===== src/rtl/debug_snapshot_pkg.sv =====
// Shared debug-space definitions: address/data widths and snapshot FSM state encodings.
package debug_snapshot_pkg;

  localparam int DBG_ADDR_W = 6;
  localparam int DBG_DATA_W = 32;

  typedef enum logic [1:0] {
    S_IDLE = 2'd0,
    S_WAIT = 2'd1,
    S_CAPT = 2'd2,
    S_DONE = 2'd3
  } snap_state_t;

endpackage


===== src/rtl/debug_snapshot_ram.sv =====
// Snapshot buffer: one synchronous write port and one registered read-first read port.
module snapshot_ram #(
  parameter int ADDR_W = 6,
  parameter int DATA_W = 32
) (
  input  logic              clk,
  input  logic              rst,
  input  logic              wr_en,
  input  logic [ADDR_W-1:0] wr_addr,
  input  logic [DATA_W-1:0] wr_data,
  input  logic [ADDR_W-1:0] rd_addr,
  output logic [DATA_W-1:0] rd_data
);

  localparam int DEPTH = 1 << ADDR_W;

  logic [DATA_W-1:0] mem [DEPTH];

  // Contents are deliberately not reset so the array maps onto RAM primitives.
  always_ff @(posedge clk) begin
    if (wr_en) begin
      mem[wr_addr] <= wr_data;
    end
  end

  always_ff @(posedge clk or posedge rst) begin
    if (rst) begin
      rd_data <= '0;
    end else begin
      rd_data <= mem[rd_addr];
    end
  end

endmodule


===== src/rtl/debug_snapshot.sv =====
// Walks the whole debug address space, captures each returned word into a local
// buffer, and forwards the live address to the debug mux whenever it is not scanning.
module debug_snapshot
  import debug_snapshot_pkg::*;
#(
  parameter int ADDR_W = DBG_ADDR_W,
  parameter int DATA_W = DBG_DATA_W,
  parameter int SETTLE = 1
) (
  input  logic              clk,
  input  logic              rst,
  input  logic              start,
  input  logic [ADDR_W-1:0] live_addr,
  output logic [ADDR_W-1:0] debug_addr,
  input  logic [DATA_W-1:0] debug_data,
  output logic              busy,
  output logic              done,
  output logic              snap_valid,
  input  logic [ADDR_W-1:0] rd_addr,
  output logic [DATA_W-1:0] rd_data
);

  localparam int CNT_W = (SETTLE < 1) ? 1 : $clog2(SETTLE + 1);
  localparam logic [CNT_W-1:0]  SETTLE_C = CNT_W'(SETTLE);
  localparam logic [ADDR_W-1:0] IDX_LAST = '1;

  snap_state_t       state_reg, state_next;
  logic [ADDR_W-1:0] idx_reg, idx_next;
  logic [CNT_W-1:0]  cnt_reg, cnt_next;
  logic              snap_valid_reg, snap_valid_next;
  logic              wr_en;

  always_ff @(posedge clk or posedge rst) begin
    if (rst) begin
      state_reg      <= S_IDLE;
      idx_reg        <= '0;
      cnt_reg        <= '0;
      snap_valid_reg <= 1'b0;
    end else begin
      state_reg      <= state_next;
      idx_reg        <= idx_next;
      cnt_reg        <= cnt_next;
      snap_valid_reg <= snap_valid_next;
    end
  end

  always_comb begin
    state_next      = state_reg;
    idx_next        = idx_reg;
    cnt_next        = cnt_reg;
    snap_valid_next = snap_valid_reg;
    wr_en           = 1'b0;
    case (state_reg)
      S_IDLE: begin
        idx_next = '0;
        cnt_next = '0;
        // The old snapshot stays valid until a new scan actually begins.
        if (start) begin
          snap_valid_next = 1'b0;
          state_next      = S_WAIT;
        end
      end
      S_WAIT: begin
        if (cnt_reg == SETTLE_C) begin
          state_next = S_CAPT;
        end else begin
          cnt_next = cnt_reg + 1'b1;
        end
      end
      S_CAPT: begin
        wr_en = 1'b1;
        // Terminal test precedes the increment, so idx never wraps.
        if (idx_reg == IDX_LAST) begin
          state_next = S_DONE;
        end else begin
          idx_next   = idx_reg + 1'b1;
          cnt_next   = '0;
          state_next = S_WAIT;
        end
      end
      S_DONE: begin
        snap_valid_next = 1'b1;
        state_next      = S_IDLE;
      end
      default: state_next = S_IDLE;
    endcase
  end

  assign busy       = (state_reg == S_WAIT) || (state_reg == S_CAPT);
  assign done       = (state_reg == S_DONE);
  assign snap_valid = snap_valid_reg;
  assign debug_addr = busy ? idx_reg : live_addr;

  snapshot_ram #(
    .ADDR_W (ADDR_W),
    .DATA_W (DATA_W)
  ) u_ram (
    .clk     (clk),
    .rst     (rst),
    .wr_en   (wr_en),
    .wr_addr (idx_reg),
    .wr_data (debug_data),
    .rd_addr (rd_addr),
    .rd_data (rd_data)
  );

endmodule


===== config.mk =====
export PLATFORM = sky130hd
export DESIGN_NAME = debug_snapshot
export DESIGN_NICKNAME = d
export VERILOG_FILES = /design/src/rtl/debug_snapshot_pkg.sv /design/src/rtl/debug_snapshot_ram.sv /design/src/rtl/debug_snapshot.sv
export SDC_FILE = /design/constraint.sdc
export NUM_CORES = 2
export LEC_CHECK = 0
export CORE_AREA = 2 2 329 413
export DETAILED_ROUTE_END_ITERATION = 7
export DIE_AREA = 0 0 331 415
export GPL_TIMING_DRIVEN = 1
export PLACE_DENSITY = 0.77
export SLEW_MARGIN = 20
export SYNTH_ARGS = -nofsm -noshare
export SYNTH_HDL_FRONTEND = slang
export SYNTH_SLANG_ARGS = --single-unit

===== constraint.sdc =====
create_clock -name clk -period 4.59 [get_ports clk]
set_clock_uncertainty 0.1 [all_clocks]
set_input_delay 1.1475 -clock clk [delete_from_list [all_inputs] [get_ports clk]]
set_output_delay 1.1475 -clock clk [all_outputs]
set_load 0.05 [all_outputs]

* Word level (Yosys, flattened, before mapping)
Memories as Yosys holds them, arrays and structs flattened. A register that Yosys moved wholly into a read port is not among the register bits.
Cells that the tools add are included.
** Operators by class
- Add/subtract/negate cells :: 2
- Reduce and logical (&&, ||, !) cells :: 9
- Equality and inequality tests :: 7
- Muxes and demuxes :: 15
** Operators with widths (number)
- $mux 6 :: 2
- $pmux 6 s2 :: 1
- $pmux 2 s4 :: 1
- $reduce_and 2->1 :: 4
- $add 6x1->6 const B :: 1
- $eq 6x6->1 const B :: 1
- $mux 1 :: 6
- $mux 2 :: 3
- $ne 2x2->1 const B :: 3
- $eq 2x2->1 const B :: 2
- $reduce_bool 2->1 :: 2
- $pmux 1 s3 :: 1
- $reduce_bool 3->1 :: 1
- $eq 2x1->1 const B :: 1
- $logic_not 2->1 :: 1
- $pmux 1 s2 :: 1
- $add 1x1->1 const B :: 1
- $logic_or 1x1->1 :: 1
** Storage, ports and cells
- Memories kept :: 1
- RAM bits :: 2048
- Input port bits :: 47
- Register bits :: 10
** Memory list
- u_ram.mem :: words 64, width 32, rd ports 1, clocked after memory_dff 1, wr ports 1, RTL line debug_snapshot_ram.sv:17 : logic [DATA_W-1:0] mem [DEPTH];

* Logic depth before layout (Yosys ltp)
- Depth after elaboration :: 4
- Gate-level depth with buffers :: 10

* Cells and area by module
From an unflattened synthesis, not the netlist that was laid out.
** Unflattened totals
- Cell total of the unflattened synthesis :: 3577
- Area total of the unflattened synthesis :: 79626.4 um^2
** By module, submodules not included
- snapshot_ram :: times used 1, sequential area each 62299.8 um^2, cells an instance 3512, area an instance 78963.2 um^2
- debug_snapshot :: times used 1, sequential area each 250.2 um^2, cells an instance 65, area an instance 663.1 um^2

* Worst setup path before layout
Ideal clock, no wire load.
- Path kind :: reg2reg
- Start :: register state_reg[0]
- End :: memory u_ram.mem[49][0] (enable)
- Library setup time :: 0.461 ns
- Data arrival time :: 3.395 ns
- Cell stages (with the launch flop) :: 6
- Clock period less this slack :: 3.956 ns
- Setup slack :: 0.634 ns
- Buffers on the path :: 1
- Data required time :: 4.029 ns
- Path through :: dfrtp_1 -> inv_1 -> ha_1 -> clkbuf_1 -> nand4_1 -> nor3_1
** On the way
- Cells in the longest elaborated chain, start to end :: 4
** Ends and longest elaborated chain
- start, declared :: RTL line debug_snapshot.sv:27 : snap_state_t state_reg, state_next;
- start signal, assigned :: RTL line debug_snapshot.sv:40 : state_reg <= state_next;
- $eq 2x2->1 :: RTL line debug_snapshot.sv:53 : case (state_reg)
- $mux 1 :: RTL line debug_snapshot.sv:53
- $mux 1 :: RTL line debug_snapshot_ram.sv:21 : if (wr_en) begin
- $mux 1 (not written as such) :: RTL line debug_snapshot_ram.sv:22 : mem[wr_addr] <= wr_data;
- end, declared :: RTL line debug_snapshot_ram.sv:17
No other way between the ends.

* Worst setup path after layout
- Start :: register state_reg[0]
- End :: output port debug_addr[1]
** On the way
- Cells in the longest elaborated chain, start to end :: 3
- Elaborated cells between the ends (all ways) :: 4
- Classes of those cells :: eq/ne: 2; mux: 1; reduce/logical: 1
** Ends and longest elaborated chain
- $eq 2x1->1 / $eq 2x2->1 (equally long branches) :: RTL line debug_snapshot.sv:89 : assign busy = (state_reg == S_WAIT) || (state_reg == S_CAPT);
- $logic_or 1x1->1 (*) :: RTL line debug_snapshot.sv:89
- $mux 6 (*) :: RTL line debug_snapshot.sv:92 : assign debug_addr = busy ? idx_reg : live_addr;
- end, declared :: RTL line debug_snapshot.sv:14 : output logic [ADDR_W-1:0] debug_addr,
Every way passes the cells marked *; elsewhere a longest branch is shown, timed or not.

==> results.sh <==
export IMPL_start_util=0.597
export IMPL_cts_htree_levels=4
export IMPL_dieArea_um2=137000
export IMPL_synth_edff_count=2048
export IMPL_cpMaxStageDelayCell="clkdlybuf4s50_1"
export IMPL_post_place_cells=5298
export IMPL_synth_top_cells_by_area="edfxtp_1, mux4_2, dfrtp_1, mux2i_1, a22oi_1"
export IMPL_largest_reg_flops=2048
export IMPL_globalRouteTotalUtil=0.309
export IMPL_reg2reg_setup_slack_ns=0.91
export IMPL_async_flop_share=0.0201
export IMPL_syn_area_um2=79600
export IMPL_post_cts_resized=0
export IMPL_grt_pass1_vias=40469
export IMPL_crit_arrival_ns=2.88
export IMPL_most_common_layout_cells="edfxtp_1, mux4_2, buf_4, clkbuf_16, mux2i_1"
export IMPL_overflow=0
export IMPL_wl_per_cell_um=37.1
export IMPL_worstPathRequired_ns=3.34
export IMPL_numCtsBuffers=179
export IMPL_drv_slew=0
export IMPL_place_congestion=0.815
export IMPL_fin_crit_ns=4.13
export IMPL_worstRegToRegCells=5
export IMPL_relSlewSlack=0.215
export IMPL_ant_nets=0
export IMPL_hp_start="cnt_reg"
export IMPL_io_pins=88
export IMPL_ys_flop_type="edfxtp_1"
export IMPL_fp_dieW_um=331
export IMPL_worstSetupPathType="register to output port"
export IMPL_drive_gt1_frac=0.278
export IMPL_ctsHoldBuffers=0
export IMPL_coreArea_um2=133000
export IMPL_drt_pass1_iterations=8
export IMPL_clockBufferDepth=3
export IMPL_via_per_inst=7.13
export IMPL_r2r_end="u_ram.mem[22][29]"
export IMPL_grt_max_degree=65
export IMPL_mostFrequentLayoutCell="edfxtp_1"
export IMPL_tns_ns=0
export IMPL_ys_warn_count=0
export IMPL_synth_top_area_frac=0.772
export IMPL_synth_distinct_cells=53
export IMPL_clkSinkCount=2090
export IMPL_postSynthNetCount=3527
export IMPL_antenna_found_initial=15
export IMPL_setup_viol=0
export IMPL_ys_seq_elements=2090
export IMPL_worst_pin_slew_ns=1.17
export IMPL_route_final_wire_length_um=209000
export IMPL_hold_class="register to register"
export IMPL_rsz0062_at_grt="false"
export IMPL_postSynthAreaPerCell_um2=22.9
export IMPL_leakagePower_nw=28.0
export IMPL_vdd_drop_max_mv=0.416
export IMPL_cp_slowest_stage_delay_ns=0.71
export IMPL_drc_errors=0
export IMPL_critPathCaptureType="output port"
export IMPL_cts_tree="yes"
export IMPL_vias=40134
export IMPL_clk_latency_ns=0.82
export IMPL_r2r_start="state_reg[0]"
export IMPL_port_buffers=87
export IMPL_hold_violations=0
export IMPL_path_clk_slew_ns=0.06
export IMPL_synth_largest_area_cell="edfxtp_1"
export IMPL_crit_chain="inv_1 > ha_1 > mux2_2 > clkdlybuf4s50_1"
export IMPL_crit_fanout=7
export IMPL_hold_depth=1
export IMPL_die_h_um=415
export IMPL_first_iter_violations=5743
export IMPL_post_cts_buffers=0
export IMPL_hold_end="cnt_reg"
export IMPL_syn_inst=3474
export IMPL_final_cells=5630
export IMPL_fmax_mhz=242
export IMPL_row_count=150
export IMPL_yosysSeqAreaShare=0.786
export IMPL_syn_to_final_growth_pct=12.3
export IMPL_grt_pass1_wl_um=295000
export IMPL_finalCritPeriodShare=0.899
export IMPL_nNetsFinal=3784
export IMPL_power_per_cell_area_nw_per_um2=439
export IMPL_cts_root_buffer="clkbuf_16"
export IMPL_outcome="completed"
export IMPL_maxCapViolations=0
export IMPL_start_kind="register"
export IMPL_hpwl_um=117000
-- through the flow --
stage	hold slack [ns]	worst slack, ns	total power [mW]	utilization	instance area (µm²)
2_1_floorplan	0.381	0.634	23.3	-	79600
3_3_place_gp	0.392	0.508	24.5	0.627	83500
3_5_place_dp	0.416	0.502	24.6	0.627	83500
4_1_cts	0.431	0.409	39.3	0.670	89300
5_1_grt	0.470	0.373	40.1	0.671	89400
6_report	0.430	0.464	39.2	0.671	89400
-- worst max-delay path, delay by kind of cell, from the launching register on --
kind	cells	cell delay [ns]
adders and majority gates	1	0.44
buffers and inverters	2	0.81
muxes	1	0.37
DFF	1	0.45
-- how the worst max path moves through the flow --
stage	start	to	slack, ns	cells past startpoint
2_1_floorplan	state_reg[0]	u_ram.mem[49][0]	0.63	5
3_3_place_gp	rd_addr[0]	u_ram.rd_data[13]	0.51	7
3_5_place_dp	rd_addr[0]	u_ram.rd_data[10]	0.50	7
4_1_cts	state_reg[0]	debug_addr[1]	0.41	4
5_1_grt	state_reg[0]	debug_addr[1]	0.37	4
6_report	state_reg[0]	debug_addr[1]	0.46	4
-- area by class of cell --
cell class | count | area (µm²)
Tap cell | 1748 | 2190
Timing Repair Buffer | 277 | 2530
Antenna cell | 6 | 15.0
Clock buffer | 248 | 4960
Sequential cell | 2090 | 62600
Clock inverter | 78 | 793
Inverter | 7 | 26.3
Multi-Input combinational cell | 1176 | 16300
Fill cell | 7882 | 43900
-- where the power goes --
group	internal (mW)	total (mW)	switching [mW]
logic	0.983	2.87	1.89
registers	21.2	21.4	0.180
clock network	8.31	15.0	6.65
-- routing by layer --
| metal | track usage | wire [µm] |
|---|---|---|
| met5 | 0 | 106 |
| met4 | 0.158 | 11800 |
| met3 | 0.0704 | 23400 |
| met2 | 0.498 | 104000 |
| met1 | 0.398 | 69500 |
-- synthesized netlist by cell type, types with 9 or more instances --
library cell / instances
nand3_1: 46
nor2b_1: 24
a22o_1: 20
buf_6: 26
dfrtp_1: 42
o22ai_1: 27
o221ai_1: 42
mux2_2: 30
nand2b_1: 11
nor3_1: 12
o22a_1: 11
a31oi_1: 13
a221oi_1: 31
and3_1: 9
o21ai_0: 11
o32ai_1: 9
a21oi_1: 44
or3_1: 11
nand2_1: 31
buf_2: 66
buf_4: 39
clkbuf_1: 57
nor2_1: 72
mux2i_1: 100
edfxtp_1: 2048
a22oi_1: 79
mux4_2: 478
-- kinds of logic after synthesis --
group / count (synthesis) / synth area share
flops: 2090 / 0.786
buf+inv: 208 / 0.0161
fa+ha+maj: 6 / 0.000943
compound gates: 321 / 0.0304
simple gates: 241 / 0.0149
mux: 608 / 0.152
No activity file was read; power rests on OpenSTA's default activity.
